### src/rtl/programmable_sequence_generator_fsm.sv
// Framed-burst serial pattern source: one lead bit of the opposite polarity, n pattern bits,
// then one tail bit of the opposite polarity. Bursts run once or back-to-back.
module programmable_sequence_generator_fsm #(
  parameter int   WIDTH      = 4,
  parameter logic IDLE_LEVEL = 1'b0
) (
  input  logic             clock,
  input  logic             resetnot,
  input  logic [WIDTH-1:0] n_in,
  input  logic             pol_in,
  input  logic             save,
  input  logic             start,
  input  logic             repeat_en,
  output logic             w,
  output logic [WIDTH-1:0] n_out,
  output logic [WIDTH-1:0] count,
  output logic [2:0]       state,
  output logic             busy,
  output logic             done
);

  typedef enum logic [2:0] {
    IDLE = 3'd0,
    LEAD = 3'd1,
    RUN  = 3'd2,
    TAIL = 3'd3,
    DONE = 3'd4
  } state_e;

  state_e           state_q, state_d;
  logic [WIDTH-1:0] n_q, n_d;
  logic             pol_q, pol_d;
  logic [WIDTH-1:0] count_q, count_d;

  always_ff @(posedge clock or negedge resetnot) begin
    if (!resetnot) begin
      state_q <= IDLE;
      n_q     <= '0;
      pol_q   <= 1'b0;
      count_q <= '0;
    end else begin
      state_q <= state_d;
      n_q     <= n_d;
      pol_q   <= pol_d;
      count_q <= count_d;
    end
  end

  always_comb begin
    state_d = state_q;
    n_d     = n_q;
    pol_d   = pol_q;
    count_d = count_q;
    case (state_q)
      IDLE, DONE: begin
        // A save in the same cycle as start takes priority and drops the start.
        if (save) begin
          n_d     = n_in;
          pol_d   = pol_in;
          count_d = '0;
          state_d = IDLE;
        end else if (start) begin
          count_d = '0;
          state_d = LEAD;
        end
      end
      LEAD: begin
        if (n_q != '0) begin
          count_d = WIDTH'(1);
          state_d = RUN;
        end else begin
          state_d = TAIL;
        end
      end
      RUN: begin
        // Compare before incrementing so the all-ones length never wraps.
        if (count_q == n_q) begin
          state_d = TAIL;
        end else begin
          count_d = count_q + WIDTH'(1);
        end
      end
      TAIL: begin
        if (repeat_en) begin
          count_d = '0;
          state_d = LEAD;
        end else begin
          state_d = DONE;
        end
      end
      default: state_d = IDLE;
    endcase
  end

  always_comb begin
    w    = IDLE_LEVEL;
    busy = 1'b0;
    done = 1'b0;
    case (state_q)
      LEAD, TAIL: begin
        w    = ~pol_q;
        busy = 1'b1;
      end
      RUN: begin
        w    = pol_q;
        busy = 1'b1;
      end
      DONE:    done = 1'b1;
      default: w = IDLE_LEVEL;
    endcase
  end

  assign n_out = n_q;
  assign count = count_q;
  assign state = state_q;

endmodule

### config.mk
export PLATFORM = sky130hd
export DESIGN_NAME = programmable_sequence_generator_fsm
export DESIGN_NICKNAME = d
export VERILOG_FILES = /design/src/rtl/programmable_sequence_generator_fsm.sv
export SDC_FILE = /design/constraint.sdc
export NUM_CORES = 1
export LEC_CHECK = 0
export ABC_AREA = 0
export ABC_CLOCK_PERIOD_IN_PS = 4100
export CORE_MARGIN = 2
export CORE_UTILIZATION = 46
export CTS_BUF_LIST = sky130_fd_sc_hd__clkbuf_4 sky130_fd_sc_hd__clkbuf_8 sky130_fd_sc_hd__clkbuf_16
export DETAILED_ROUTE_END_ITERATION = 10
export PLACE_DENSITY = 0.77
export SLEW_MARGIN = 30
export SYNTH_ARGS = -nofsm -noshare
export SYNTH_HDL_FRONTEND = slang
export SYNTH_SLANG_ARGS = --single-unit
### constraint.sdc
create_clock -name clock -period 4.1 [get_ports clock]
set_clock_uncertainty 0.2 [all_clocks]
set_input_delay 0.82 -clock clock [delete_from_list [all_inputs] [get_ports clock]]
set_output_delay 0.82 -clock clock [all_outputs]
set_load 0.005 [all_outputs]
## After elaboration in Yosys (flattened, before gate mapping)

Cells that the tools add are included.

| operators by class | value |
|---|---|
| shift-type cells | 0 |
| div/mod/pow operators | 0 |
| muxes and demuxes | 15 |
| eq/ne operators | 10 |
| magnitude comparators | 0 |
| multiply operators | 0 |
| reductions and logical operators | 9 |
| add/subtract/negate cells | 1 |
| bitwise operators | 1 |

Operator list:

| kind | number |
|---|---|
| 2-to-1 mux 4 bit | 5 |
| case mux 4 bit (4 select lines) | 1 |
| 2-to-1 mux 3 bit | 4 |
| case mux 3 bit (4 select lines) | 1 |
| != test 2 bit, second input constant | 4 |
| nonzero test 4 bit | 2 |
| == test 3 x 2 -> 1 bit, second input constant | 2 |
| AND reduction 5 bit | 1 |
| adder 4 x 1 -> 4 bit, second input constant | 1 |
| == test 4 bit | 1 |
| AND reduction 2 bit | 2 |
| OR reduction 2 bit | 2 |
| == test 3 x 1 -> 1 bit, second input constant | 1 |
| == test 3 bit, second input constant | 1 |
| logical NOT 3 bit | 1 |
| 2-to-1 mux 1 bit | 3 |
| != test 3 bit, second input constant | 1 |
| OR reduction 3 bit | 1 |
| case mux 1 bit (2 select lines) | 1 |
| NOT 1 bit | 1 |

| word-level totals | value |
|---|---|
| memories kept | 0 |
| register bits | 12 |
| bits in latches | 0 |
| word-level logic and storage cells | 40 |
| memory bits (writable) | 0 |
| ROM bits | 0 |
| bits of input ports | 10 |

## Logic depth before layout (Yosys ltp)

Gate-level depths: netlist (run 1).

| depth | value |
|---|---|
| word-level depth | 4 |
| gate-level depth with buffers | 5 |

## Least setup slack after synthesis (run 1)

No wires, ideal clock.

| path | value |
|---|---|
| kind | input to register |
| start | in save |
| end | reg count_q[0] (netlist: count[0]) |
| arrival time | 1.531 ns |
| required time | 3.774 ns |
| path slack | 2.243 ns |
| stages | 5 |
| library setup time | 0.126 ns |
| path buffers | 0 |
| cell sequence | nor3_1 -> nand2b_1 -> nand4_4 -> nor3_1 -> a221o_1 |

| on the way | value |
|---|---|
| cells in the longest elaborated chain, start to end | 2 |
| elaborated cells on any way between the ends | 4 |
| classes of those cells | eq/ne: 1; mux: 2; reduce/logical: 1 |

Ends and longest elaborated chain:

| element | line | text |
|---|---|---|
| start, declared | 11 | `input logic save,` |
| != test 3 bit (no source line) or 2-to-1 mux 4 bit (tied branches) | -- |  |
| AND reduction 5 bit (no source line) or case mux 4 bit (4 select lines) (tied branches) | -- |  |
| end signal, assigned | 45 | `count_q <= count_d;` |
| end, declared | 33 | `logic [WIDTH-1:0] count_q, count_d;` |

Parallel ways exist; a longest one is shown, timed or not.
A chain may end at the register's enable or synchronous reset.

## Worst setup path after layout (run 1)

| path | value |
|---|---|
| start | reg state_q[0] (netlist: state[0]) |
| end | out w |

| on the way | value |
|---|---|
| cells in the longest elaborated chain, start to end | 3 |
| elaborated cells on any way between the ends | 5 |
| classes of those cells | eq/ne: 3; mux: 1; reduce/logical: 1 |

Ends and longest elaborated chain:

| element | line | text |
|---|---|---|
| start, declared | 30 | `state_e state_q, state_d;` |
| start signal, assigned | 42 | `state_q <= state_d;` |
| == test 3 x 2 -> 1 bit or == test 3 x 1 -> 1 bit (tied branches) | 99 | `case (state_q)` |
| OR reduction 2 bit | -- |  |
| case mux 1 bit (2 select lines) (*) | 99 |  |
| end, declared | 14 | `output logic w,` |

Every way passes the cells marked *; elsewhere a longest branch is shown, timed or not.

==> metrics, run 1 <==
status finished clean; RSZ-0062 raised after global routing no; fraction of synthesis flops using an asynchronous set or reset pin 100%; FP Rows 13; Buffers on Ports 23; Static Leak 0.386 nW; final setup violation count 0; post-synth top area cell dfrtp_1; number of max-cap violations 0; post-layout util around 70%; DP Cell Count about 110; Layout Nets 106; Die W roughly 43 um; Design Area, Final 962 um2; Worst-path clk slew 80 ps; Synth top cells by count dfrtp_1, a21oi_1, mux2_1, nand2b_1, nor2_1; initial antenna violation count 0; crit-path max cell delay approximately 520 ps; Pins Over Slew Limit 0; PostCTS Resize Cnt 0; clk sinks 12; top area cells in the synthesized netlist dfrtp_1, mux2_1, xnor2_1; total wire length around 1.5 mm; final worst-path cycle share ~64%; Hold Fails Final Rpt 0; Fill cells 104; Worst-Skew Late Latency 280 ps; most frequent cell after synthesis dfrtp_1; Area Growth Syn to Fin 40.1%; fraction of final layout cells sized beyond drive strength 1 7.45%; DR DRC count 0; drt via density 5.46; DPL Wire Length approximately 1.2 mm; Mapped Cells 69; global-route wire length before repair 2.59 mm; GP Congestion between 0.7 and 0.8; worst hold start pol_q; vias in the first global route 583; hold-critical path endpoint pol_q; post-synth net total 80; I/O pins 24; cts bufs inserted 3; worst rel slew slack 64.8%; non-filler cells, final 109; Power per Cell Area about 680 nW/um2; min cycle time layout roughly 2600 ps; setup TNS 0 ps; dpl ws ~1700 ps; Ant. Diodes 0; largest net degree at the start of global routing 13; DIE HEIGHT 42.6 um; drt pass-1 iters 4; R2R cell count 4; CP Capture Type output port; CTS hold repair buffers 0; depth of the worst hold-timing path 1; CP Class register to output port; postcts setup bufs 0; Setup crit start state[0]; final worst setup slack 1490 ps; Core Region around 1400 um2; worst r2r src count[0]; VDD IR max 0.423 mV; min-delay worst type register to register; Vias approximately 600; die area 1820 um2; Syn. warnings 0; drt initial violations 10; post-synth cell types 25; ys flop type dfrtp_1; Max Freq 383 MHz; Synth top area share 43.7%; overall routing resource usage roughly a fifth; Cell Area, Placed 926 um2; crit-path max FO 9; CP Data Required Time 3080 ps; CP cell instances nand3b_1 > a21oi_1 > clkdlybuf4s50_1; Post-Syn Area 687 um2; crit path DAT 1590 ps; Worst-Margin Slew 527 ps; multi-input logic area 377 um2; Worst R2R End count[0]; Initial Util about 51%; Post-synth EDFFs 0; Root Driver clkbuf_4; total grt overflow 0; startpoint types register; Bufs on Longest Clock Path 2; H-tree depth 1; Post-DRT Antenna Nets 0; R2R setup slack roughly 2300 ps; Register Area 300 um2; Yosys reg bits 12; register area share after synthesis a little over two fifths; slowest cell on the critical path clkdlybuf4s50_1; DR WL/cell 14.0 um; CTS tree done; Syn Area/Cell 9.96 um2
[final cells by class]
| class | instances | share of cell area [%] |
|---|---|---|
| Multi-Input combinational cell | 55 | 39.1 |
| Sequential cell | 12 | 31.2 |
| Timing Repair Buffer | 23 | 23.9 |
| Clock buffer | 4 | 3.77 |
| Tap cell | 15 | 1.95 |
[cell usage in the layout, fill, tap and decap left out, types with 2 or more instances in the layout]
cell type,n
nand2_1,4
a21oi_1,6
o21ai_0,4
o21ai_1,2
and2_1,3
clkbuf_4,3
mux2_1,5
nor2_1,5
clkdlybuf4s50_1,23
xnor2_1,4
nand2b_1,5
nand3_1,3
dfrtp_1,12
nor3_1,2
[how the worst max path moves through the flow]
stage / cells after the start / slack (ps) / endpoint
floorplan: 5 / 2240 / count[0]
global placement: 5 / 1760 / count[0]
detailed placement: 6 / 1720 / count[0]
CTS: 3 / 1480 / w
global route: 3 / 1410 / done
finish: 3 / 1490 / w
[metal layers]
metal / GRT usage [%] / up-vias / part of all wire (%)
li1: - / 292 / -
met1: 24.3 / 288 / 46
met2: 31.2 / 13 / 49
met3: 6.47 / 2 / 3.8
met4: 3.75 / 0 / 0.66
met5: 0 / - / 0
[power breakdown]
| part | internal (mW) | switching, mW | total, mW |
|---|---|---|---|
| Clock | 0.0540 | 0.0401 | 0.0941 |
| Sequential | 0.164 | 0.0688 | 0.232 |
| Combinational | 0.195 | 0.132 | 0.327 |
| Total | 0.413 | 0.241 | 0.654 |
[kinds of logic after synthesis]
family | Yosys count | synth area share, %
XOR/XNOR | 5 | 6.37
buffers and inverters | 2 | 1.46
adder cells (fa/ha/maj) | 1 | 1.82
AO/OA/AOI/OAI | 14 | 11.1
AND/OR/NAND/NOR | 29 | 25.9
multiplexers | 6 | 9.65
flip-flops | 12 | 43.7
[through the flow]
step	hold WS, ps	power, mW
after detailed placement	300	0.563
after global routing	334	0.700
after global placement	289	0.549
after floorplan	272	0.407
after CTS	315	0.659
final	310	0.654
[critical path: cells and delay by family (launching register included)]
kind	cells	cell delay [ps]
flip-flops	1	470
AND/OR/NAND/NOR	1	190
AO/OA/AOI/OAI	1	130
buffers and inverters	1	520
[registers in the layout (all words and copies together) (netlist names)]
signal,cells
pol_q,1
n_out,4
count,4
state,3
No activity file was read; power rests on OpenSTA's default activity.
==> run 2: changes to the inputs <==
ABC_CLOCK_PERIOD_IN_PS = 2300   (was 4100)
CORE_UTILIZATION = 39   (was 46)
PLACE_DENSITY = 0.69   (was 0.77)
clock period = 2.3 ns   (was 4.1 ns; I/O delays follow)
==> run 2 against run 1 <==
Critical path depth did not move; sequential power rose by 81%; via count fell by 0.17%; final cell count rose by 0.92%; sequential share of layout area rose by 0.38 points; core utilization fell by 15 points; clock power rose by 33%; total power rose by 71%.
==> metrics, run 2 (same netlist as run 1, synthesis figures left out) <==
status finished clean (unchanged); R2R cell count 4 (unchanged); worst hold start pol_q (unchanged); Ant. Diodes 0 (unchanged); cts bufs inserted 3 (unchanged); Area Growth Syn to Fin 39.0% (was 40.1%); crit path DAT 1550 ps (was 1590 ps); leading cell type in the layout, fill and taps excluded clkdlybuf4s50_1 (unchanged); overall routing resource usage 16.2% (was 19.1%); number of max-cap violations 0 (unchanged); Core Region 1690 um2 (was 1350 um2); Power per Cell Area 1170 nW/um2 (was 679 nW/um2); die area 2110 um2 (was 1820 um2); CP Data Required Time 1640 ps (was 3080 ps); total wire length 1.43 mm (was 1.52 mm); final setup violation count 0 (unchanged); Vias 594 (was 595); vias in the first global route 528 (was 583); Post-DRT Antenna Nets 0 (unchanged); Register Area 302 um2 (was 300 um2); global-route wire length before repair 2.33 mm (was 2.59 mm); startpoint types register (unchanged); H-tree depth 1 (unchanged); Total Power 1.12 mW (was 0.654 mW); hold-critical path endpoint pol_q (unchanged); R2R setup slack 560 ps (was 2310 ps); multi-input logic area 379 um2 (was 377 um2); Static Leak 0.378 nW (was 0.386 nW); Hold Fails Final Rpt 0 (unchanged); crit-path max FO 9 (unchanged); DIE HEIGHT 46.0 um (was 42.6 um); Initial Util 40.7% (was 50.9%); worst r2r src count[0] (unchanged); final worst-path cycle share roughly 96%; min cycle time layout roughly 2200 ps; most frequent cells in the layout clkdlybuf4s50_1, dfrtp_1, a21oi_1 (unchanged); clk sinks 12 (unchanged); CP Capture Type output port (unchanged); largest net degree at the start of global routing 13 (unchanged); DPL Wire Length 1.15 mm (was 1.18 mm); Fill cells 157 (was 104); Worst-path clk slew 70 ps (was 80 ps); Worst R2R End count[0] (unchanged); Worst-Skew Late Latency 270 ps (was 280 ps); VDD IR max 0.647 mV (was 0.423 mV); CTS tree done (unchanged); Setup crit start state[0] (unchanged); drt via density 5.40 (was 5.46); GP Congestion 0.844 (was 0.769); I/O pins 24 (unchanged); fraction of final layout cells sized beyond drive strength 1 8.60% (was 7.45%); depth of the worst hold-timing path 1 (unchanged); FP Rows 15 (was 13); drt initial violations 6 (was 10); DR DRC count 0 (unchanged); Die W 46.0 um (was 42.6 um); Layout Nets 106 (unchanged); min-delay worst type register to register (unchanged); postcts setup bufs 0 (unchanged); Max Freq 452 MHz; Buffers on Ports 23 (unchanged); initial antenna violation count 0 (unchanged); Pins Over Slew Limit 0 (unchanged); RSZ-0062 raised after global routing no (unchanged); drt pass-1 iters 4 (unchanged); CP Class register to output port (unchanged); setup TNS 0 ps (unchanged); Worst-Margin Slew 538 ps (was 527 ps); total grt overflow 0 (unchanged); Root Driver clkbuf_4 (unchanged); DR WL/cell 13.0 um (was 14.0 um); worst rel slew slack 64.0% (was 64.8%); Bufs on Longest Clock Path 2 (unchanged)
run 2: cell type report:
cell class	count	share of cell area [%]
Sequential cell	12	31.6
Clock buffer	3	2.36
Multi-Input combinational cell	55	39.7
Tap cell	17	2.23
Timing Repair Buffer	23	24.1
run 2: per-layer routing:
layer	part of all wire, %	GRT usage (%)
met1	44	19.1
met2	49	23.6
met3	3.9	7.54
met4	2.4	10.3
met5	0	0
run 2: worst max-delay path, cell delays in order (launching register included):
cell and delay [ps]:
dfrtp_2 460, nand3b_1 170, a21oi_1 130, clkdlybuf4s50_1 520
run 2: worst max path at each step:
| stage | slack, ps | endpoint | cells after the start |
|---|---|---|---|
| after floorplan | 670 | count[0] | 4 |
| after global placement | 310 | count[0] | 5 |
| after detailed placement | 290 | count[0] | 6 |
| after CTS | 60 | done | 3 |
| after global routing | 7 | done | 3 |
| final | 90 | w | 3 |
run 2: timing repair:
item / in CTS / in global routing
endpoints found under the setup margin: 0 / 2
gates resized for setup: 0 / 2
endpoints found under the hold margin: 0 / 0
hold buffers: 0 / 0
run 2: through the flow:
stage               std cells  setup WS [ps]  cell area (um2)  hold slack (ps)  util [%]
floorplan                  69            672              687            -35.6         -
global placement          107            307              928              296      55.0
detailed placement        107            293              928              313      55.0
CTS                       110           59.1              951              328      56.3
global route              110           7.02              955              339      56.5
finish                    110           88.3              955              316      56.5
run 2: power by group:
part / internal [mW] / switching (mW) / leakage [nW] / total [mW]
Combinational: 0.349 / 0.226 / 0.214 / 0.575
Sequential: 0.293 / 0.126 / 0.150 / 0.419
Clock: 0.0606 / 0.0641 / 0.0138 / 0.125
Total: 0.703 / 0.416 / 0.378 / 1.12
